### src/rtl/mem_resp_queue_if.sv
// Handshake and bus bundle for mem_resp_queue: EXE enqueue side, data-SRAM
// response side, flush, and the WB dequeue side.
interface mem_resp_queue_if;
  logic        in_valid;
  logic        in_ready;
  logic        in_gr_we;
  logic [4:0]  in_dest;
  logic [31:0] in_pc;
  logic        in_exc;
  logic        in_is_mem;
  logic [4:0]  in_load_op;
  logic [1:0]  in_addr_lo;
  logic [31:0] in_result;
  logic        flush;
  logic        data_ok;
  logic [31:0] rdata;
  logic        out_valid;
  logic        out_ready;
  logic        out_gr_we;
  logic [4:0]  out_dest;
  logic [31:0] out_pc;
  logic        out_exc;
  logic [31:0] out_result;
  logic [4:0]  fwd_dest;

  modport slave (
    input  in_valid, in_gr_we, in_dest, in_pc, in_exc, in_is_mem, in_load_op,
           in_addr_lo, in_result, flush, data_ok, rdata, out_ready,
    output in_ready, out_valid, out_gr_we, out_dest, out_pc, out_exc,
           out_result, fwd_dest
  );

  modport master (
    output in_valid, in_gr_we, in_dest, in_pc, in_exc, in_is_mem, in_load_op,
           in_addr_lo, in_result, flush, data_ok, rdata, out_ready,
    input  in_ready, out_valid, out_gr_we, out_dest, out_pc, out_exc,
           out_result, fwd_dest
  );
endinterface

### src/rtl/mem_resp_queue.sv
// In-order memory-response queue between EXE and WB with flush-time response
// dropping. Define MEM_RESP_BYPASS_EN for a combinational data_ok-to-WB path.
module mem_resp_queue #(
  parameter int DEPTH = 2,
  parameter int CW    = $clog2(DEPTH) + 1
) (
  input logic             clk,
  input logic             resetn,
  mem_resp_queue_if.slave bus
);
  localparam int PW = (DEPTH > 1) ? $clog2(DEPTH) : 1;

  logic [PW-1:0] head_q, head_d, tail_q, tail_d;
  logic [CW-1:0] count_q, count_d, drop_q, drop_d;

  logic          gr_we_q   [DEPTH];
  logic [4:0]    dest_q    [DEPTH];
  logic [31:0]   pc_q      [DEPTH];
  logic          exc_q     [DEPTH];
  logic          need_q    [DEPTH];
  logic          done_q    [DEPTH];
  logic [4:0]    load_op_q [DEPTH];
  logic [1:0]    addr_q    [DEPTH];
  logic [31:0]   data_q    [DEPTH];

  logic [CW-1:0] pend_s;
  logic          resp_found_s;
  logic [PW-1:0] resp_idx_s, scan_idx_s;
  logic          accept_resp_s, store_resp_s, head_cpl_s, out_valid_s;
  logic          in_ready_s, enq_s, deq_s;
  logic [31:0]   ext_s, result_s;
`ifdef MEM_RESP_BYPASS_EN
  logic          byp_hit_s;
`endif

  function automatic logic [31:0] extract_load(input logic [4:0] op,
                                               input logic [1:0] lo,
                                               input logic [31:0] d);
    logic [7:0]  b;
    logic [15:0] h;
    logic [31:0] r;
    case (lo)
      2'd0:    b = d[7:0];
      2'd1:    b = d[15:8];
      2'd2:    b = d[23:16];
      default: b = d[31:24];
    endcase
    h = lo[1] ? d[31:16] : d[15:0];
    if (op[1])      r = {{24{b[7]}}, b};
    else if (op[3]) r = {24'd0, b};
    else if (op[2]) r = {{16{h[15]}}, h};
    else if (op[4]) r = {16'd0, h};
    else            r = d;
    return r;
  endfunction

  // Find the oldest entry still waiting for data_ok and count all such entries
  always_comb begin
    pend_s       = {CW{1'b0}};
    resp_found_s = 1'b0;
    resp_idx_s   = head_q;
    scan_idx_s   = head_q;
    for (int i = 0; i < DEPTH; i++) begin
      scan_idx_s = head_q + PW'(i);
      if ((CW'(i) < count_q) && need_q[scan_idx_s] && !done_q[scan_idx_s]) begin
        pend_s = pend_s + CW'(1);
        if (!resp_found_s) begin
          resp_found_s = 1'b1;
          resp_idx_s   = scan_idx_s;
        end else begin
          resp_idx_s = resp_idx_s;
        end
      end else begin
        pend_s = pend_s;
      end
    end
  end

  // Head completion, optional bypass, and handshake qualifiers
  always_comb begin
    accept_resp_s = bus.data_ok && (drop_q == {CW{1'b0}}) && resp_found_s;
    ext_s         = extract_load(load_op_q[resp_idx_s], addr_q[resp_idx_s], bus.rdata);
    head_cpl_s    = (count_q != {CW{1'b0}}) && (!need_q[head_q] || done_q[head_q]);
`ifdef MEM_RESP_BYPASS_EN
    byp_hit_s   = accept_resp_s && (resp_idx_s == head_q);
    out_valid_s = head_cpl_s || byp_hit_s;
    result_s    = (byp_hit_s && (load_op_q[head_q] != 5'd0)) ? ext_s : data_q[head_q];
`else
    out_valid_s = head_cpl_s;
    result_s    = data_q[head_q];
`endif
    in_ready_s = (count_q < CW'(DEPTH)) || (out_valid_s && bus.out_ready);
    enq_s      = bus.in_valid && in_ready_s && !bus.flush;
    deq_s      = out_valid_s && bus.out_ready && !bus.flush;
`ifdef MEM_RESP_BYPASS_EN
    store_resp_s = accept_resp_s && !bus.flush && !(byp_hit_s && deq_s);
`else
    store_resp_s = accept_resp_s && !bus.flush;
`endif
  end

  // Pointer, occupancy and drop-counter next state
  always_comb begin
    head_d  = head_q;
    tail_d  = tail_q;
    count_d = count_q;
    drop_d  = drop_q;
    if (bus.flush) begin
      head_d  = {PW{1'b0}};
      tail_d  = {PW{1'b0}};
      count_d = {CW{1'b0}};
      drop_d  = drop_q + pend_s;
    end else begin
      head_d  = deq_s ? head_q + PW'(1) : head_q;
      tail_d  = enq_s ? tail_q + PW'(1) : tail_q;
      count_d = count_q + CW'(enq_s) - CW'(deq_s);
    end
    // A response is consumed by the drop counter unless a live entry takes it
    if (bus.data_ok && ((drop_q != {CW{1'b0}}) || (bus.flush && resp_found_s))) begin
      drop_d = drop_d - CW'(1);
    end else begin
      drop_d = drop_d;
    end
  end

  // Pointer and counter registers
  always_ff @(posedge clk or negedge resetn) begin
    if (!resetn) begin
      head_q  <= {PW{1'b0}};
      tail_q  <= {PW{1'b0}};
      count_q <= {CW{1'b0}};
      drop_q  <= {CW{1'b0}};
    end else begin
      head_q  <= head_d;
      tail_q  <= tail_d;
      count_q <= count_d;
      drop_q  <= drop_d;
    end
  end

  // Entry storage: response capture first, so an enqueue into the same slot wins
  always_ff @(posedge clk or negedge resetn) begin
    if (!resetn) begin
      for (int i = 0; i < DEPTH; i++) begin
        gr_we_q[i]   <= 1'b0;
        dest_q[i]    <= 5'd0;
        pc_q[i]      <= 32'd0;
        exc_q[i]     <= 1'b0;
        need_q[i]    <= 1'b0;
        done_q[i]    <= 1'b0;
        load_op_q[i] <= 5'd0;
        addr_q[i]    <= 2'd0;
        data_q[i]    <= 32'd0;
      end
    end else begin
      if (store_resp_s) begin
        done_q[resp_idx_s] <= 1'b1;
        if (load_op_q[resp_idx_s] != 5'd0) begin
          data_q[resp_idx_s] <= ext_s;
        end
      end
      if (enq_s) begin
        gr_we_q[tail_q]   <= bus.in_gr_we;
        dest_q[tail_q]    <= bus.in_dest;
        pc_q[tail_q]      <= bus.in_pc;
        exc_q[tail_q]     <= bus.in_exc;
        need_q[tail_q]    <= bus.in_is_mem && !bus.in_exc;
        done_q[tail_q]    <= 1'b0;
        load_op_q[tail_q] <= bus.in_load_op;
        addr_q[tail_q]    <= bus.in_addr_lo;
        data_q[tail_q]    <= bus.in_result;
      end
    end
  end

  assign bus.in_ready   = in_ready_s;
  assign bus.out_valid  = out_valid_s;
  assign bus.out_gr_we  = out_valid_s ? gr_we_q[head_q] : 1'b0;
  assign bus.out_dest   = out_valid_s ? dest_q[head_q]  : 5'd0;
  assign bus.out_pc     = out_valid_s ? pc_q[head_q]    : 32'd0;
  assign bus.out_exc    = out_valid_s ? exc_q[head_q]   : 1'b0;
  assign bus.out_result = out_valid_s ? result_s        : 32'd0;
  assign bus.fwd_dest   = (out_valid_s && gr_we_q[head_q]) ? dest_q[head_q] : 5'd0;
endmodule

### src/flat_wrapper.sv
// flat-port wrapper written by rule: the top's interface ports become plain ports
module mem_resp_queue_flat 
#(
  parameter int DEPTH = 2,
  parameter int CW    = $clog2(DEPTH) + 1
)
  (clk, resetn, bus_in_valid, bus_in_gr_we, bus_in_dest, bus_in_pc, bus_in_exc, bus_in_is_mem, bus_in_load_op, bus_in_addr_lo, bus_in_result, bus_flush, bus_data_ok, bus_rdata, bus_out_ready, bus_in_ready, bus_out_valid, bus_out_gr_we, bus_out_dest, bus_out_pc, bus_out_exc, bus_out_result, bus_fwd_dest);
  mem_resp_queue_if bus_i ();
  input logic clk;
  input logic resetn;
  input wire logic [$bits(bus_i.in_valid)-1:0] bus_in_valid;
  input wire logic [$bits(bus_i.in_gr_we)-1:0] bus_in_gr_we;
  input wire logic [$bits(bus_i.in_dest)-1:0] bus_in_dest;
  input wire logic [$bits(bus_i.in_pc)-1:0] bus_in_pc;
  input wire logic [$bits(bus_i.in_exc)-1:0] bus_in_exc;
  input wire logic [$bits(bus_i.in_is_mem)-1:0] bus_in_is_mem;
  input wire logic [$bits(bus_i.in_load_op)-1:0] bus_in_load_op;
  input wire logic [$bits(bus_i.in_addr_lo)-1:0] bus_in_addr_lo;
  input wire logic [$bits(bus_i.in_result)-1:0] bus_in_result;
  input wire logic [$bits(bus_i.flush)-1:0] bus_flush;
  input wire logic [$bits(bus_i.data_ok)-1:0] bus_data_ok;
  input wire logic [$bits(bus_i.rdata)-1:0] bus_rdata;
  input wire logic [$bits(bus_i.out_ready)-1:0] bus_out_ready;
  output wire logic [$bits(bus_i.in_ready)-1:0] bus_in_ready;
  output wire logic [$bits(bus_i.out_valid)-1:0] bus_out_valid;
  output wire logic [$bits(bus_i.out_gr_we)-1:0] bus_out_gr_we;
  output wire logic [$bits(bus_i.out_dest)-1:0] bus_out_dest;
  output wire logic [$bits(bus_i.out_pc)-1:0] bus_out_pc;
  output wire logic [$bits(bus_i.out_exc)-1:0] bus_out_exc;
  output wire logic [$bits(bus_i.out_result)-1:0] bus_out_result;
  output wire logic [$bits(bus_i.fwd_dest)-1:0] bus_fwd_dest;
  assign bus_i.in_valid = bus_in_valid;
  assign bus_i.in_gr_we = bus_in_gr_we;
  assign bus_i.in_dest = bus_in_dest;
  assign bus_i.in_pc = bus_in_pc;
  assign bus_i.in_exc = bus_in_exc;
  assign bus_i.in_is_mem = bus_in_is_mem;
  assign bus_i.in_load_op = bus_in_load_op;
  assign bus_i.in_addr_lo = bus_in_addr_lo;
  assign bus_i.in_result = bus_in_result;
  assign bus_i.flush = bus_flush;
  assign bus_i.data_ok = bus_data_ok;
  assign bus_i.rdata = bus_rdata;
  assign bus_i.out_ready = bus_out_ready;
  assign bus_in_ready = bus_i.in_ready;
  assign bus_out_valid = bus_i.out_valid;
  assign bus_out_gr_we = bus_i.out_gr_we;
  assign bus_out_dest = bus_i.out_dest;
  assign bus_out_pc = bus_i.out_pc;
  assign bus_out_exc = bus_i.out_exc;
  assign bus_out_result = bus_i.out_result;
  assign bus_fwd_dest = bus_i.fwd_dest;
  mem_resp_queue #(.DEPTH(DEPTH), .CW(CW)) u_core (.clk(clk), .resetn(resetn), .bus(bus_i));
endmodule
### config.mk
export PLATFORM = sky130hd
export DESIGN_NAME = mem_resp_queue_flat
export DESIGN_NICKNAME = d
export VERILOG_FILES = /design/src/rtl/mem_resp_queue_if.sv /design/src/rtl/mem_resp_queue.sv /design/src/flat_wrapper.sv
export SDC_FILE = /design/constraint.sdc
export NUM_CORES = 1
export LEC_CHECK = 0
export BUFFER_PORTS_ARGS = -buffer_cell sky130_fd_sc_hd__buf_2
export CAP_MARGIN = 10
export CORE_MARGIN = 3
export CORE_UTILIZATION = 35
export DETAILED_ROUTE_END_ITERATION = 10
export SLEW_MARGIN = 30
export SYNTH_ARGS = -nofsm -noshare
export SYNTH_HDL_FRONTEND = slang
export SYNTH_SLANG_ARGS = --single-unit
export TNS_END_PERCENT = 50
### constraint.sdc
create_clock -name clk -period 2.4 [get_ports clk]
set_input_delay 0.48 -clock clk [delete_from_list [all_inputs] [get_ports clk]]
set_output_delay 0.48 -clock clk [all_outputs]
set_load 0.01 [all_outputs]
==> impl_metrics.py <==
metrics = {
    "synthesis": {
        "syn-cell-area_sq_mm": 0.00921,
        "synth_cell_type_count": 68,
        "syn-num-nets": 1124,
        "yosysWarningCount": 0,
        "synth.ff_latch_count": 166,
        "synth_edf_count": 0,
        "yosys_most_used_dff": "dfrtp_1",
        "synthArstFlopShare_pct": 100,
        "yosysSeqAreaShare_pct": 45.1,
        "syn_area_per_cell_sq_um": 9.19,
        "synthCells": 1002,
    },
    "power_and_ir_drop": {
        "total_leakage_power_uw": 0.00596,
        "power-per-cell-area_mw_per_mm2": 981,
        "peakVddDrop_mv": 0.467,
    },
    "critical_path": {
        "cp-end-kind": "output pin",
        "r2r_cells": 10,
        "crit_chain": "or3b_4 > buf_6 > and2_4 > o21ai_4 > clkbuf_16 > clkbuf_16 > nor2_1 > buf_2",
        "critPathCapture": "bus_out_pc[15]",
        "cp-startpoint": "u_core.head_q",
        "ff2ff_setup_slack_ns": -0.20,
        "cp_num_buf_inv": 4,
        "path_delay_family": "buffers and inverters",
        "crit_arrival_ns": 2.23,
        "worst_path_max_delay_cell": "dfrtp_4",
        "reg2reg_to": "u_core.data_q[51]",
        "r2r_start": "u_core.head_q",
        "start_kind": "register",
        "cp_max_fo": 8,
        "crit_type": "reg -> out",
        "crit_required_ns": 1.92,
        "crit_cells": 8,
        "critPathMaxStageDelay_ns": 0.49,
        "cpMostUsedCell": "clkbuf_16",
    },
    "hold_path": {
        "hold_class": "in -> reg",
        "worstHoldStart": "bus_in_pc[22]",
    },
    "sta": {
        "setup_ws_ns": -0.306,
        "fin_skew_ns": 0.0169,
        "clock.fmax_mhz": 370,
        "period_minus_slack_ns": 2.71,
        "rsz0062_at_grt": "yes",
        "timing.slew.headroom_pct": 61.9,
        "fin_crit_sh_pct": 113,
        "maxSlewViolCount": 0,
        "worst_hold_slack_ns": 0.237,
        "setup-violations-final": 145,
        "finalHoldViolations": 0,
        "worst_pin_slew_ns": 0.572,
    },
    "global_route": {
        "grt-ovfl-total": 0,
        "grt_max_degree": 50,
        "grt_pass1_wl_mm": 46.9,
        "antenna_found_initial": 5,
        "grt_use_total_pct": 20.7,
        "grt_pass1_vias": 8347,
    },
    "cells_and_area": {
        "drive_gt1_share_pct": 38.6,
        "multi_input_area_sq_mm": 0.00530,
        "syn2layout_area_growth_pct": 40.8,
        "fillCellCount": 2341,
        "instances_no_fill": 1614,
        "fin_nets": 1391,
        "register_area_sq_mm": 0.00416,
    },
    "placed_design": {
        "place_hpwl_mm": 20.4,
        "dp_cells": 1550,
        "place_congestion": 0.910,
        "numPortBuffers": 194,
    },
    "drt": {
        "route.detailed.drc": 0,
        "drt_iter0_drc": 658,
        "drt-vias-per-instance": 5.38,
        "drt_first_pass_iters": 5,
        "antenna_left": 0,
        "wl_per_cell_um": 19.0,
        "via_count": 8688,
        "drt_wl_total_mm": 30.7,
    },
    "clock_network": {
        "cts_buffers": 17,
        "insertion_delay_ns": 0.44,
        "clock-root-buffer": "clkbuf_16",
        "clockBufferDepth": 2,
        "ctsHtreeMaxLevel": 4,
        "path_clk_slew_ns": 0.08,
        "cts.sinks": 166,
        "cts_tree": "built",
    },
    "floorplanning": {
        "die_area_sq_mm": 0.0283,
        "die_h_um": 168,
        "rows": 58,
        "core-area_sq_mm": 0.0255,
        "die_w_um": 168,
        "initial_core_util_pct": 36.1,
        "num_io_pins": 195,
    },
    "status": {
        "status": "finished, violations left",
        "violations": "negative setup slack",
    },
    "flow_run": {
        "maxCapViolations": 0,
    },
}
==> cell type report <==
| class | instances | share of cell area, % |
|---|---|---|
| antenna | 2 | 0.0386 |
| clock buffer | 17 | 3.28 |
| clock inverter | 15 | 1.48 |
| inverter | 13 | 0.376 |
| multi-input combinational | 753 | 40.9 |
| sequential | 166 | 32.1 |
| tap | 330 | 3.18 |
| timing repair buffer | 318 | 18.7 |
==> synth_stat cells (all sizes together) (3+ instances only) <==
master   instances  area share, %
a22oi           39            3.2
a21oi            8           0.56
o21ai           48            2.6
nor2            82            3.4
ha               5           0.68
xnor2            5           0.48
nand2b           5           0.39
inv             13           0.53
a221o            4           0.43
o211ai          38            3.2
clkbuf          26            1.1
nand2          282             11
a2111oi          3           0.29
a221oi          16            2.3
nor3            13            1.0
dfrtp          166             45
nor4             4           0.67
o22ai            6           0.62
nand3           45            2.6
and2             4           0.27
buf             46            2.6
mux2i           76            8.3
a211oi           6            1.0
mux2            31            3.8
o21ba            3           0.33
==> through the flow <==
step / util, % / cell area [sq um] / power (uW) / setup slack [ns] / setup TNS (ns)
2_1_floorplan: - / 9220 / 6980 / 0.0113 / 0
5_1_grt: 50.8 / 13000 / 13400 / -0.370 / -41.40
3_3_place_gp: 44.0 / 11200 / 8620 / -0.167 / -7.39
3_5_place_dp: 44.0 / 11200 / 8690 / -0.231 / -10.89
4_1_cts: 48.4 / 12400 / 12100 / -0.342 / -29.30
6_report: 50.8 / 13000 / 12700 / -0.306 / -30.25
==> logic make-up after synthesis <==
kind of cell               count (synthesis)  synth area share [%]
DFF                                      166                  45.1
AOI/OAI and AO/OA                        183                  16.3
buffers and inverters                     85                  4.24
muxes                                    107                  12.0
adders and majority gates                  5                 0.679
xor gates and xnor gates                   6                 0.570
and+or+nand+nor                          450                  21.1
==> routing by layer <==
layer,global-route usage (%),share of wire [%],vias up,routed length [um]
met5,0,0.11,-,34
li1,-,-,4030,-
met1,28.9,44,4240,13500
met4,5.41,1.7,6,517
met3,4.41,6.7,50,2040
met2,32.8,48,362,14600
==> registers in the layout, indices dropped and copies added (netlist names) <==
register / flops
u_core.addr_q: 4
u_core.count_q: 2
u_core.data_q: 64
u_core.dest_q: 10
u_core.done_q: 2
u_core.drop_q: 2
u_core.exc_q: 2
u_core.gr_we_q: 2
u_core.head_q: 1
u_core.load_op_q: 10
u_core.need_q: 2
u_core.pc_q: 64
u_core.tail_q: 1
==> worst min-delay path by stage <==
stage                  endpoint  cells past startpoint
2_1_floorplan  u_core.addr_q[0]                      0
3_3_place_gp    u_core.pc_q[23]                      1
3_5_place_dp    u_core.pc_q[24]                      1
4_1_cts         u_core.pc_q[31]                      3
5_1_grt         u_core.pc_q[22]                      3
6_report        u_core.pc_q[54]                      3
==> layout by cell type, fill, tap and decap left out, types with 5 or more instances in the layout <==
| master | n |
|---|---|
| a22oi_2 | 11 |
| o211ai_1 | 37 |
| a22oi_1 | 28 |
| clkbuf_16 | 20 |
| nor2_1 | 62 |
| nor3_1 | 5 |
| buf_12 | 26 |
| nand3_1 | 39 |
| xnor2_1 | 5 |
| nor2_2 | 8 |
| inv_1 | 11 |
| mux2_2 | 23 |
| mux2i_1 | 75 |
| buf_2 | 180 |
| dfrtp_1 | 162 |
| buf_4 | 81 |
| a21oi_1 | 5 |
| a221oi_4 | 12 |
| mux2_4 | 5 |
| buf_6 | 26 |
| nor2_4 | 12 |
| nor3_2 | 5 |
| o21ai_0 | 17 |
| clkinv_8 | 5 |
| nand2_1 | 281 |
| o21ai_1 | 28 |
==> worst reg2reg max path: stages, from the launching register on <==
cell and delay, ns:
dfrtp_4 0.49, buf_4 0.17, buf_6 0.14, mux2_4 0.33
and3_4 0.20, o311ai_4 0.27, buf_4 0.20, o22ai_2 0.13
a221oi_1 0.30, buf_4 0.17, o211ai_1 0.09
==> power breakdown <==
part	internal [uW]	switching, uW
clock	1430	1410
sequential	3620	536
combinational	2750	2970
total	7810	4920
==> what timing repair did <==
item,CTS,global route
gates resized for setup,64,100
endpoints found under the setup margin,145,149
gates cloned,3,6
hold endpoints to repair,37,0
buffers inserted,7,18
hold buffers,1,0
pin swaps,31,50
Power figures use the tool's default switching activity.
